**config.mk**
```make
export PLATFORM = sky130hd
export DESIGN_NAME = recipe_layer_sel
export DESIGN_NICKNAME = d
export VERILOG_FILES = /design/src/rtl/recipe_pkg.sv /design/src/rtl/recipe_layer_sel.sv
export SDC_FILE = /design/constraint.sdc
export NUM_CORES = 1
export LEC_CHECK = 0
export CAP_MARGIN = 20
export CORE_AREA = 5 5 42 44
export DETAILED_ROUTE_END_ITERATION = 7
export DIE_AREA = 0 0 47 49
export SYNTH_ARGS = -nofsm -noshare
export SYNTH_HDL_FRONTEND = slang
export SYNTH_SLANG_ARGS = --single-unit
```
**constraint.sdc**
```tcl
create_clock -name vclk -period 3.3
set_input_delay 0.66 -clock vclk [all_inputs]
set_output_delay 0.66 -clock vclk [all_outputs]
set_load 0.01 [all_outputs]
```
**src/rtl/recipe_pkg.sv**
```systemverilog
// Shared types and constants for the recipe checker: word layout, colour codes, FSM states.
package recipe_pkg;

    localparam int RECIPE_W   = 18;
    localparam int CLR_W      = 3;
    localparam int NUM_LAYERS = 6;
    localparam int IDX_W      = 3;

    localparam logic [CLR_W-1:0] CLR_NONE   = 3'b000;
    localparam logic [CLR_W-1:0] CLR_CHERRY = 3'b111;

    // Bit offsets of each 3-bit slice inside the 18-bit recipe word
    localparam int CHERRY_LSB = 15;
    localparam int LAYER1_LSB = 12;
    localparam int LAYER2_LSB = 9;
    localparam int LAYER3_LSB = 6;
    localparam int LAYER4_LSB = 3;
    localparam int LAYER5_LSB = 0;

    typedef enum logic [1:0] {
        ST_IDLE  = 2'd0,
        ST_LOAD  = 2'd1,
        ST_CHECK = 2'd2,
        ST_DONE  = 2'd3
    } state_e;

endpackage

```
**src/rtl/recipe_layer_sel.sv**
```systemverilog
// Picks the colour slice of the latched recipe for a stacking index
// (0..4 = layer1..layer5, 5 = cherry, anything else = no layer).
module recipe_layer_sel
    import recipe_pkg::*;
(
    input  logic [RECIPE_W-1:0] recipe_i,
    input  logic [IDX_W-1:0]    idx_i,
    output logic [CLR_W-1:0]    clr_o
);

    always_comb begin
        clr_o = CLR_NONE;
        case (idx_i)
            3'd0:    clr_o = recipe_i[LAYER1_LSB +: CLR_W];
            3'd1:    clr_o = recipe_i[LAYER2_LSB +: CLR_W];
            3'd2:    clr_o = recipe_i[LAYER3_LSB +: CLR_W];
            3'd3:    clr_o = recipe_i[LAYER4_LSB +: CLR_W];
            3'd4:    clr_o = recipe_i[LAYER5_LSB +: CLR_W];
            3'd5:    clr_o = recipe_i[CHERRY_LSB +: CLR_W];
            default: clr_o = CLR_NONE;
        endcase
    end

endmodule

```
Yosys cells after proc, flatten, opt, wreduce, memory -nomap -nowiden --
Index checks and enable logic that the tools add are counted.
Word-level totals: bits in registers 0, output and inout bits 3, logic and storage cells 7
Operators by class: eq/ne operators 5, muxes and demuxes 1, reduce and logical (&&, ||, !) cells 1
Operator list (count):
- case mux 3 bit (6 select lines) | 1
- equality test 3 x 2 -> 1 bit, second input constant | 2
- equality test 3 bit, second input constant | 2
- equality test 3 x 1 -> 1 bit, second input constant | 1
- logical NOT 3 bit | 1

Longest topological paths before layout --
Gate-level depths: netlist of the first run.
depth in word-level cells 2, mapped depth 4, depth with buffers taken out 3

Worst setup path before layout of the first run --
OpenSTA, ideal clock, no wires.
path type input to output, start point input port idx_i[0], end point output port clr_o[1], data arrival time 1.426 ns, data required time 2.640 ns, setup slack 1.214 ns, stages on the path 4, cell sequence buf_6 > mux4_2 > nand2_1 > o31ai_1
On the way: word-level cells in the longest chain between the ends 2, elaborated cells between the ends (all ways) 7, those cells by class 5 x eq/ne; 1 x mux; 1 x reduce/logical
Ends and longest elaborated chain:
- from (decl) | line recipe_layer_sel.sv:7 | input logic [IDX_W-1:0] idx_i,
- equality test 3 bit (tied with other cells) | line recipe_layer_sel.sv:13 | case (idx_i)
- case mux 3 bit (6 select lines) * | line recipe_layer_sel.sv:13
- to (decl) | line recipe_layer_sel.sv:8 | output logic [CLR_W-1:0] clr_o
Mark *: on every way between the ends. The rest lies on a longest branch, timed or not.

Worst setup path in the final report of the first run --
start point input port idx_i[0], end point output port clr_o[2]
Same word-level chain as after synthesis.

==> results of run 1 <==
-- stage by stage --
stage                     instances  setup slack (ps)
after CTS                        56             137.2
final                            56             168.7
after global placement           56             155.6
after detailed placement         56             137.4
after global routing             56             65.12
after floorplan                  16              1214
-- cells in the mapped netlist --
| library cell | n |
|---|---|
| mux2_2 | 1 |
| mux4_2 | 2 |
| buf_6 | 1 |
| nand2_1 | 3 |
| mux2i_1 | 4 |
| o31ai_1 | 2 |
| inv_1 | 1 |
| o311a_1 | 1 |
| o21ai_0 | 1 |
-- placed cells by master, fill, tap and decap left out --
| cell type | n |
|---|---|
| clkdlybuf4s50_1 | 24 |
| mux2i_1 | 4 |
| nand2_1 | 3 |
| mux4_2 | 2 |
| o31ai_1 | 2 |
| inv_1 | 1 |
| mux2_2 | 1 |
| o21ai_0 | 1 |
| o311a_1 | 1 |
| buf_4 | 1 |
-- path summary, 6_finish.rpt --
check,depth (start not counted),from,end,slack (ps)
worst min-delay path,4,recipe_i[1],clr_o[1],2400
worst max-delay path,5,idx_i[0],clr_o[2],170
-- layer usage --
metal	part of all wire	GRT usage
met5	0	0
met3	0.11	0.007380
met1	0.29	0.04814
met4	0	0
met2	0.59	0.09502
-- cell families (layout without fill, tap and decap cells) --
kind of cell / Yosys count / in the layout / share of synthesized area
buffers and inverters: 2 / 26 / 0.09833
AOI/OAI and AO/OA: 4 / 4 / 0.1967
muxes: 7 / 7 / 0.6311
and+or+nand+nor: 3 / 3 / 0.07377
-- critical path: stages --
cell             delay, ps
clkdlybuf4s50_1        660
mux4_2                 540
nand2_1                 80
o31ai_1                 60
clkdlybuf4s50_1        480
-- power breakdown --
group / internal [W] / switching, W
logic: 0.0000377 / 0.0000136
registers: 0 / 0
clock network: 0 / 0
total: 0.0000377 / 0.0000136
-- layout make-up --
cell class,count,area [um^2]
fillers,158,992.2
inverters,1,3.754
multi-input cells,14,137.6
well taps,16,20.02
repair buffers,25,247.7
==> results_dict.tcl, run 1 <==
set metrics [dict create \
    vdd_ir_drop_max_uv 31.11 \
    cp.required_ps 2640 \
    fin_util 0.2920 \
    setup_viol_count_final 0 \
    place_congestion 0.6015 \
    syn_to_final_growth_pct 168.0 \
    status "complete, no violations" \
    crit_type "in -> out" \
    viasPerCell 3.768 \
    slew_headroom 0.7849 \
    drive_gt1_frac 0.1000 \
    grt_max_degree 7 \
    synth_area_um2 152.6 \
    first_global_vias 209 \
    hpwl_um 563.3 \
    vias 211 \
    core_um2 1401 \
    placed_area_um2 409.1 \
    synth.area.top_cells "mux4_2 (30%), mux2i_1 (26%), o31ai_1 (9.8%)" \
    io_buffers 24 \
    synth-seq-area-share 0 \
    cellPowerDensity_nw_per_um2 125.5 \
    rsz0062_at_grt "no" \
    synth_area_per_cell_um2 9.540 \
    grt_usage 0.04641 \
    netlist.top_cell.by_area "mux4_2" \
    synth_nets 37 \
    hold_violations 0 \
    hold_ws_ps 2401 \
    io_pins 24 \
    fin_area_um2 409.1 \
    grt.overflow.total 0 \
    die_w_um 47 \
    maxSlewViolCount 0 \
    nFlopsAndLatches 0 \
    cp_max_fo 6 \
    regArea_um2 0 \
    dr.pass1.iters 1 \
    p_leak_nw 0.1589 \
    die_h_um 49 \
    worst_slew_pin_slew_ps 321.6 \
    post_cts.repair.setup_buffers 0 \
    start_util 0.1089 \
    synth.distinct_cells 9 \
    nClkBuffers 0 \
    diodes 0 \
    maxCapViolCount 0 \
    fin_nets 63 \
    cts_resized 0 \
    finalPower_w 0.00005135 \
    antenna_left 0 \
    grt_first_pass_wirelength_um 855 \
    crit_arrival_ps 2470 \
    period_share 0.9489 \
    hold_buffers 0 \
    num_rows 14 \
    wl_per_cell_um 10.64 \
    critPathLaunchType "input pin" \
    synth_top_area_frac 0.2951 \
    timing.final.crit_period_ps 3131 \
    drc 0 \
    routed_wl_um 596 \
    hp-class "in -> out" \
    yosys_warnings 0 \
    antenna_found_initial 0 \
    dieArea_um2 2303 \
    drtIter0Drc 0 \
    fmax_mhz 319.4 \
    synthCells 16 \
    fin_tns_setup_ps 0 \
    crit_path_end_kind "output port" \
]
Note: power is estimated with default switching activity, not from simulation.
==> run 2: changes to the inputs <==
--- a/config.mk
+++ b/config.mk
@@ -5,7 +5,6 @@
 export SDC_FILE = /design/constraint.sdc
 export NUM_CORES = 1
 export LEC_CHECK = 0
-export CAP_MARGIN = 20
 export CORE_AREA = 5 5 42 44
 export DETAILED_ROUTE_END_ITERATION = 7
 export DIE_AREA = 0 0 47 49
==> results of run 2 <==
The final DEF is identical to that of run 1; final timing and power are the same.
